## src/rtl/float_pkg.sv

```systemverilog
// Shared float32 types and constants for the integer/float conversion units.
package float_pkg;

  localparam int unsigned FLOAT_EXP_BIAS = 127;
  localparam int unsigned FLOAT_MANT_W   = 23;

  typedef struct packed {
    logic                    sign;
    logic [7:0]              exp;
    logic [FLOAT_MANT_W-1:0] mant;
  } float32_t;

  typedef enum logic [1:0] {
    ST_IDLE,
    ST_CONVERT,
    ST_NORMALIZE,
    ST_ROUND
  } i2f_state_e;

endpackage

```

## src/rtl/leading_zero_count32.sv

```systemverilog
// Combinational leading-zero counter; only used when INT_TO_FLOAT_FAST_NORM_EN is defined.
module leading_zero_count32 (
  input  logic [31:0] value,
  output logic [5:0]  count_c
);

  // Scan from LSB upward so the highest set bit has the final say.
  always_comb begin
    count_c = 6'd32;
    for (int i = 0; i < 32; i++) begin
      if (value[i]) count_c = 6'(31 - i);
    end
  end

endmodule

```

## src/rtl/int_to_float.sv

```systemverilog
// Signed 32-bit integer to float32 converter, round-to-nearest-even.
// Define INT_TO_FLOAT_FAST_NORM_EN for single-cycle normalization via a leading-zero counter.
module int_to_float
  import float_pkg::*;
(
  input  logic        clk,
  input  logic        reset_n_i,
  input  logic [31:0] a_value_i,
  output logic [31:0] z_value_o,
  input  logic        exec_strobe_i,
  output logic        done_strobe_o,
  output logic        busy_o
);

  localparam int unsigned WORD_W = 32;
  localparam int unsigned EXP_W  = 9;
  localparam logic [EXP_W-1:0] EXP_INIT = EXP_W'(FLOAT_EXP_BIAS + WORD_W - 1);

  i2f_state_e        state_q, state_d;
  logic [WORD_W-1:0] a_q, a_d;
  logic              sign_q, sign_d;
  logic [WORD_W-1:0] mag_q, mag_d;
  logic [EXP_W-1:0]  exp_q, exp_d;
  float32_t          z_q, z_d;
  logic              done_q, done_d;
  logic              busy_q, busy_d;

  logic              round_up_c;
  logic [FLOAT_MANT_W:0] mant_rnd_c;
  logic [7:0]        exp_rnd_c;
  float32_t          res_c;

`ifdef INT_TO_FLOAT_FAST_NORM_EN
  logic [5:0] lz_c;

  leading_zero_count32 u_lzc (
    .value   (mag_q),
    .count_c (lz_c)
  );
`endif

  // Mantissa carry-out on round-up bumps the exponent and leaves the field at zero.
  assign round_up_c = mag_q[7] & ((|mag_q[6:0]) | mag_q[8]);
  assign mant_rnd_c = {1'b0, mag_q[30:8]} + (FLOAT_MANT_W + 1)'(round_up_c);
  assign exp_rnd_c  = exp_q[7:0] + 8'(mant_rnd_c[FLOAT_MANT_W]);
  assign res_c      = (mag_q == '0) ? '0 : {sign_q, exp_rnd_c, mant_rnd_c[FLOAT_MANT_W-1:0]};

  always_comb begin
    state_d = state_q;
    a_d     = a_q;
    sign_d  = sign_q;
    mag_d   = mag_q;
    exp_d   = exp_q;
    z_d     = z_q;
    done_d  = 1'b0;
    unique case (state_q)
      ST_IDLE: begin
        if (exec_strobe_i) begin
          a_d     = a_value_i;
          state_d = ST_CONVERT;
        end
      end
      ST_CONVERT: begin
        sign_d  = a_q[WORD_W-1];
        mag_d   = a_q[WORD_W-1] ? WORD_W'(~a_q + WORD_W'(1)) : a_q;
        exp_d   = EXP_INIT;
        state_d = ST_NORMALIZE;
      end
      ST_NORMALIZE: begin
`ifdef INT_TO_FLOAT_FAST_NORM_EN
        mag_d   = mag_q << lz_c;
        exp_d   = exp_q - EXP_W'(lz_c);
        state_d = ST_ROUND;
`else
        if (mag_q[WORD_W-1] || (mag_q == '0)) begin
          state_d = ST_ROUND;
        end else begin
          mag_d = {mag_q[WORD_W-2:0], 1'b0};
          exp_d = exp_q - EXP_W'(1);
        end
`endif
      end
      ST_ROUND: begin
        z_d     = res_c;
        done_d  = 1'b1;
        state_d = ST_IDLE;
      end
      default: state_d = ST_IDLE;
    endcase
    busy_d = (state_d != ST_IDLE);
  end

  always_ff @(posedge clk or negedge reset_n_i) begin
    if (!reset_n_i) begin
      state_q <= ST_IDLE;
      a_q     <= '0;
      sign_q  <= 1'b0;
      mag_q   <= '0;
      exp_q   <= '0;
      z_q     <= '0;
      done_q  <= 1'b0;
      busy_q  <= 1'b0;
    end else begin
      state_q <= state_d;
      a_q     <= a_d;
      sign_q  <= sign_d;
      mag_q   <= mag_d;
      exp_q   <= exp_d;
      z_q     <= z_d;
      done_q  <= done_d;
      busy_q  <= busy_d;
    end
  end

  assign z_value_o     = z_q;
  assign done_strobe_o = done_q;
  assign busy_o        = busy_q;

endmodule

```

## config.mk

```make
export PLATFORM = sky130hd
export DESIGN_NAME = int_to_float
export DESIGN_NICKNAME = d
export VERILOG_FILES = /design/src/rtl/float_pkg.sv /design/src/rtl/leading_zero_count32.sv /design/src/rtl/int_to_float.sv
export SDC_FILE = /design/constraint.sdc
export NUM_CORES = 1
export LEC_CHECK = 0
export ABC_AREA = 1
export CAP_MARGIN = 10
export CORE_MARGIN = 1.5
export CORE_UTILIZATION = 35
export CTS_BUF_LIST = sky130_fd_sc_hd__clkbuf_8
export DETAILED_ROUTE_END_ITERATION = 16
export SLEW_MARGIN = 20
export SYNTH_ARGS = -nofsm -noshare
export SYNTH_HDL_FRONTEND = slang
export SYNTH_SLANG_ARGS = --single-unit
```

## constraint.sdc

```tcl
create_clock -name clk -period 3 [get_ports clk]
set_clock_uncertainty 0.1 [all_clocks]
set_input_delay 0.6 -clock clk [delete_from_list [all_inputs] [get_ports clk]]
set_output_delay 0.6 -clock clk [all_outputs]
set_load 0.005 [all_outputs]
```

# After elaboration in Yosys (flattened, before gate mapping)
# Cells that the tools add are included.
# Widths: inputs -> output; s select.
# word_totals
word_cells,39
reg_bits,110
output_inout_bits,34
input_bits,35
# op_classes
addsub,4
reduce_logical,8
mux,10
n_bitwise,3
eq_ne,4
# op_table
op,n
$mux 32,3
$pmux 32 s2,1
$add 32x1->32 const B,1
$logic_not 32->1,1
$not 32->32,1
$add 23x1->24,1
$pmux 9 s2,1
$mux 9,1
$sub 9x1->9 const B,1
$add 8x1->8,1
$pmux 2 s4,1
$reduce_or 7->1,1
$eq 2x2->1 const B,2
$mux 2,2
$reduce_and 2->1,2
$reduce_bool 2->1,2
$eq 2x1->1 const B,1
$logic_not 2->1,1
$ne 2x2->1 const B,1
$and 1x1->1,1
$logic_or 1x1->1,1
$mux 1,1
$or 1x1->1,1

# Logic depth before layout (Yosys ltp)
# Gate-level depths: netlist of the first run.
# depth
word_depth,6
ltp_mapped,15
mapped_depth_nobuf,15

# Worst setup path before layout of the first run
# No wires, ideal clock.
# synth_path
kind,flip-flop to flip-flop
start,register mag_q[12]
end,"register z_q, in the netlist z_value_o[30]"
path_buffers,0
setup_time_ns,0.083
slack_ns,0.482
path_stages_with_launch,15
arrival_time_ns,2.336
path_cell_list,dfrtp_1 > inv_2 > nor3_1 > nand2_1 > nor3_1 > nand4_1 > nor3_1 > ha_1 > nand2_1 > nor2_1 > nand2_1 > nor2_1 > nand3_1 > xor2_1 > o21ai_0
# synth_via
elab_chain_len,3
# synth_lines
element,line,rtl
from (decl),int_to_float.sv:22,"logic [WORD_W-1:0] mag_q, mag_d;"
from (signal assigned),int_to_float.sv:107,mag_q <= mag_d;
$add 23x1->24,int_to_float.sv:44,"assign mant_rnd_c = {1'b0, mag_q[30:8]} + (FLOAT_MANT_W + 1)'(round_up_c);"
$add 8x1->8,int_to_float.sv:45,assign exp_rnd_c = exp_q[7:0] + 8'(mant_rnd_c[FLOAT_MANT_W]);
$mux 32 (*),int_to_float.sv:46,"assign res_c = (mag_q == '0) ? '0 : {sign_q, exp_rnd_c, mant_rnd_c[FLOAT_MANT_W-1:0]};"
to (signal assigned),int_to_float.sv:109,z_q <= z_d;
to (decl),int_to_float.sv:24,"float32_t z_q, z_d;"
# Every way passes the cells marked *; elsewhere a longest branch is shown, timed or not.
# A chain may end at the register's enable or synchronous reset.

# Final worst setup path of the first run
# Ends and elaborated chain as after synthesis.

==> results of run 1 <==
[cell families (layout without fill, tap and decap cells)]
family	after synthesis	in the layout	share of synthesized area [%]
buf+inv	120	188	7.69
flops	109	109	42.5
fa+ha+maj	10	10	1.95
compound gates	105	105	9.15
xor+xnor	22	22	3.00
simple gates	520	520	35.0
mux	4	4	0.702
[flip-flops by register name (all words and copies together), names as in the netlist]
signal,count
state_q,2
busy_o,1
exp_q,8
done_strobe_o,1
z_value_o,32
mag_q,32
sign_q,1
a_q,32
[power breakdown]
group | leakage (uW) | internal, uW | switching (uW)
clock | 0.0000856 | 306 | 555
sequential | 0.00132 | 2150 | 627
combinational | 0.00218 | 1550 | 2530
total | 0.00359 | 4010 | 3710
[cell type report]
cell class	instances	area, um^2
Sequential cell	109	2730
Tap cell	229	287
Fill cell	1948	10400
Multi-Input combinational cell	661	3210
Clock buffer	9	124
Clock inverter	7	51.3
Inverter	89	334
Timing Repair Buffer	83	816
[metrics by stage]
stage,hold slack [ns],instances,power (uW),cell area [um^2]
finish,0.101,1187,7720,7540
global route,0.131,1187,8480,7540
detailed placement,0.367,1170,6890,7350
global placement,0.364,1170,6830,7350
CTS,0.112,1186,7760,7530
floorplan,0.204,890,5550,6410
[how the worst max path moves through the flow]
stage / start / cells after the start / end / slack, ns
2_1_floorplan: mag_q[12]$_DFFE_PN0P_ / 14 / z_value_o[30]$_DFFE_PN0P_ / 0.48
3_3_place_gp: mag_q[12]$_DFFE_PN0P_ / 14 / z_value_o[30]$_DFFE_PN0P_ / 0.31
3_5_place_dp: mag_q[10]$_DFFE_PN0P_ / 14 / z_value_o[30]$_DFFE_PN0P_ / 0.20
4_1_cts: mag_q[10]$_DFFE_PN0P_ / 14 / z_value_o[30]$_DFFE_PN0P_ / 0.15
5_1_grt: mag_q[10]$_DFFE_PN0P_ / 14 / z_value_o[30]$_DFFE_PN0P_ / -0.001
6_report: mag_q[12]$_DFFE_PN0P_ / 14 / z_value_o[30]$_DFFE_PN0P_ / 0.37
[per-layer routing]
layer / up-vias / GRT usage (%)
met2: 156 / 28.5
met3: 18 / 2.08
met4: 0 / 5.48
li1: 2978 / -
met5: - / 0
met1: 2605 / 26.8
[repair_timing]
action / 4_1_cts / 5_1_grt
gates resized for setup: 0 / 2
buffers inserted: 0 / 1
setup endpoints to repair: 0 / 2
[worst max-delay path, stage by stage (launching register included)]
cell	delay [ns]
dfrtp_1	0.39
inv_2	0.08
nor3_1	0.22
nand2_1	0.16
nor3_2	0.18
nand4_1	0.13
nor3_2	0.21
ha_1	0.21
nand2_1	0.06
nor2_1	0.15
nand2_1	0.09
nor2_1	0.16
nand3_1	0.13
xor2_1	0.15
o21ai_0	0.14
[cell usage after synthesis]
cell      count  share of area, %
nand2_1     285                17
dfrtp_1     109                43
nor2_1      105               6.1
inv_1        79               4.6
nand3_1      71               5.5
o21ai_0      41               3.2
a21oi_1      32               2.5
xor2_1       21               2.9
nand4_1      17               1.7
clkbuf_1     16              0.94
nor3_1       16               1.2
nand3_2      14               2.2
o21ai_1      11              0.86
ha_1         10               2.0
inv_2        10              0.59
buf_2         7              0.55
o21bai_1      6              0.70
o21ai_2       5              0.68
o31ai_1       5              0.59
buf_6         4              0.70
mux2_2        4              0.70
nor2_2        4              0.39
buf_1         3              0.18
nand2_4       2              0.35
nor4_1        2              0.20
or2_2         2              0.20
a21o_1        1              0.12
a31oi_1       1             0.098
buf_4         1              0.12
nand3_4       1              0.27
nand3b_1      1              0.12
o211ai_1      1              0.12
o22ai_1       1             0.098
o22ai_2       1              0.20
xnor2_1       1              0.14
==> results.cfg, run 1 <==
[route]
drt_first_pass_iters = 6
dr.max_layer_used = met4
wl_met3_um = 671
vias = 5757
routedWlPerCell_um = 14.2
viasPerCell = 4.85
dr_wl_met2_um = 7360
drtIter0Drc = 444
drc = 0
drt-total-wl_um = 16900
final_antenna_net_count = 0
routedLengthMet1_um = 8580

[critical_path]
r2r_slack_ns = 0.37
crit_path_start_kind = flip-flop
cp.arrival_ns = 2.85
rr_worst_depth = 14
timing.rr.end = z_value_o[30]$_DFFE_PN0P_
crit_type = reg2reg
crit_required_ns = 3.22
r2r-start = mag_q[12]$_DFFE_PN0P_
cp-end-kind = flip-flop
path_max_fanout = 6

[yosys]
synth.avg_cell_area_um2 = 7.21
synth.distinct_cells = 35
yosysWarnings = 0
yosys_register_bits = 109
syn_nets = 935
netlist_instances = 890
ys_seq_area_share_pct = 42.5
syn_area_um2 = 6410

[grt]
track_usage_pct = 18.3
overflow = 0
first_global_vias = 5566
grt_pass1_wl_um = 28400
antenna_found_initial = 0
grt_max_degree = 45

[timing]
worst_pin_slew_ns = 0.633
fin_crit_sh_pct = 87.7
slew_violations = 0
final.setup.worst_slack_ns = 0.368
slew_headroom_pct = 57.8
finalCriticalPeriod_ns = 2.63
hold_viol = 0
setup_tns_ns = 0
setup_viol = 0
max_freq_mhz = 380

[die]
initial_core_util_pct = 35.7
dieArea_um2 = 19100
ios = 69
die_h_um = 138
fp-row-count = 49
coreArea_um2 = 18000
die_w_um = 138

[pwr]
powerDensity_nw_per_um2 = 1020
ir_worst_vdd_mv = 0.467
power_leakage_uw = 0.00359

[placement]
post-place-ws_ns = 0.197
hpwl_um = 12700
place_congestion = 0.934
place.port_buffers = 68

[cts]
cts_root_buf = clkbuf_8
h-tree-depth = 3
clkTransAtPathRegs_ns = 0.11
cts_buffers = 9
cts_tree = built
cts_buffer_depth = 2
clk_latency_ns = 0.39
cts_hold_buffers = 0
clkSinkCount = 109

[final_layout]
final_common_cell = nand2_1
fin_util_pct = 42.0
drive_gt1_share_pct = 8.14
antennaDiodeCount = 0
nets = 998
final_cell_mix = nand2_1, dfrtp_1, nor2_1
area_growth_pct = 17.6

[hold_path]
hold_class = in2async

[job]
drv_cap = 0

[status]
run_status = finished clean
Note: power is estimated with default switching activity, not from simulation.
==> run 2: changes to the inputs <==
==> constraint.sdc (replaced) <==
create_clock -name clk -period 3 [get_ports clk]
set_clock_uncertainty 0.1 [all_clocks]
set_input_delay 0.6 -clock clk [delete_from_list [all_inputs] [get_ports clk]]
set_output_delay 0.6 -clock clk [all_outputs]
set_load 0.1 [all_outputs]
==> run 2 against run 1 <==
  * Non-clock buffer count is 1 higher
  * Highest routed layer unchanged
  * Largest cell class unchanged
  * Worst hold slack worse by 0.0026 ns
  * Flip-flop and latch count stayed put
  * Critical path type unchanged
==> results.cfg, run 2 (same netlist as run 1, synthesis figures left out) <==
[final_layout]
nets = 999
final_cell_mix = nand2_1, dfrtp_1, nor2_1
drive_gt1_share_pct = 11.8
fill_cells = 1885
final_common_cell = nand2_1
antennaDiodeCount = 0
area_growth_pct = 16.7

[route]
viasPerCell = 4.82
routedWlPerCell_um = 14.1
drtIter0Drc = 495
vias = 5728
drc = 0
final_antenna_net_count = 0
drt-total-wl_um = 16700
drt_first_pass_iters = 5

[cts]
clk_latency_ns = 0.40
h-tree-depth = 3
cts_setup_buffers = 0
cts_buffers = 9
clkTransAtPathRegs_ns = 0.11
post_cts_resized = 0
cts_hold_buffers = 0
clkSinkCount = 109
cts_buffer_depth = 2
cts_tree = built
cts_root_buf = clkbuf_8

[critical_path]
crit_required_ns = 3.23
cp_cell_sequence = nand2_1 > nor3_1 > nand2_1 > nor3_2 > nand4_1 > nor3_2 > ha_1 > nand2_1 > nor2_1 > nand2_1 > nor2_1 > nand3_1 > xor2_1 > o21ai_0
cpPeakStageDelay_ns = 0.43
crit_buf_inv = 0
crit_type = reg2reg
path_delay_family = simple AND/OR/NAND/NOR gates
path_max_fanout = 5
r2r_slack_ns = 0.35
crit_path_start_kind = flip-flop
cp_common_cell = nand2_1
crit_path_top_delay_cell = dfrtp_1
cp.arrival_ns = 2.88
cp-end-kind = flip-flop

[die]
ios = 69
fp-row-count = 49
coreArea_um2 = 18000
die_h_um = 138
dieArea_um2 = 19100
initial_core_util_pct = 35.7
die_w_um = 138

[grt]
overflow = 0
antenna_found_initial = 0
track_usage_pct = 17.8
grt_max_degree = 45
grt_pass1_wl_um = 27700
first_global_vias = 5340

[job]
drv_cap = 0

[pwr]
power_leakage_uw = 0.00365
ir_worst_vdd_mv = 0.865
powerDensity_nw_per_um2 = 1220

[placement]
place.port_buffers = 68
post-place-ws_ns = 0.157
hpwl_um = 12600
place_congestion = 0.928

[timing]
setup_tns_ns = 0
final.setup.worst_slack_ns = 0.353
rsz0062_at_grt = no
hold_viol = 0
slew_violations = 0
finalCriticalPeriod_ns = 2.65
setup_viol = 0
worst_pin_slew_ns = 0.590
max_freq_mhz = 378
slew_headroom_pct = 60.7
fin_crit_sh_pct = 88.2

[hold_path]
hold_class = in2async

[status]
run_status = finished clean
-- run 2: changes by cell type in the layout (fill, tap and decap cells not counted) --
cell,before,now
inv_6,1,2
clkbuf_8,9,10
clkdlybuf4s50_1,67,33
buf_12,2,1
bufinv_16,0,1
clkinv_2,2,1
clkinv_4,2,0
buf_4,14,50
-- run 2: metal layers --
layer | global-route usage, % | vias to the layer above | wire [um]
met5 | 0 | - | 0
met4 | 6.65 | 0 | 412
met3 | 2.29 | 27 | 654
met2 | 26.7 | 139 | 7050
met1 | 26.2 | 2587 | 8580
li1 | - | 2975 | -
-- run 2: metrics by stage --
| step | hold slack, ns | total power, uW | cells | instance area, um^2 | utilization (%) |
|---|---|---|---|---|---|
| detailed placement | 0.373 | 8160 | 1172 | 7270 | 40.5 |
| global placement | 0.366 | 8130 | 1172 | 7270 | 40.5 |
| CTS | 0.108 | 9160 | 1188 | 7470 | 41.6 |
| global route | 0.136 | 9860 | 1188 | 7480 | 41.7 |
| finish | 0.0983 | 9110 | 1188 | 7480 | 41.7 |
| floorplan | 0.204 | 6880 | 890 | 6410 | - |
-- run 2: final timing paths --
check / end / from / cells after the start
max: z_value_o[30]$_DFFE_PN0P_ / mag_q[10]$_DFFE_PN0P_ / 14
min: a_q[2]$_DFFE_PN0P_ / reset_n_i / 1
max reg2reg: z_value_o[30]$_DFFE_PN0P_ / mag_q[10]$_DFFE_PN0P_ / 14
min reg2reg: z_value_o[20]$_DFFE_PN0P_ / z_value_o[20]$_DFFE_PN0P_ / 2
max in group asynchronous: a_q[30]$_DFFE_PN0P_ / reset_n_i / 2
min in group clk: z_value_o[20]$_DFFE_PN0P_ / z_value_o[20]$_DFFE_PN0P_ / 2
-- run 2: power by group --
part	switching, uW	internal [uW]	total, uW
Combinational	3900	1470	5360
Clock	560	414	974
Sequential	617	2150	2770
-- run 2: area by class of cell --
type / count / area [um^2] / area share (%)
sequential: 109 / 2730 / 36.4
inverter: 89 / 334 / 4.46
timing repair buffer: 84 / 726 / 9.70
tap: 229 / 287 / 3.83
clock inverter: 6 / 67.6 / 0.903
multi-input combinational: 661 / 3210 / 42.8
clock buffer: 10 / 138 / 1.84
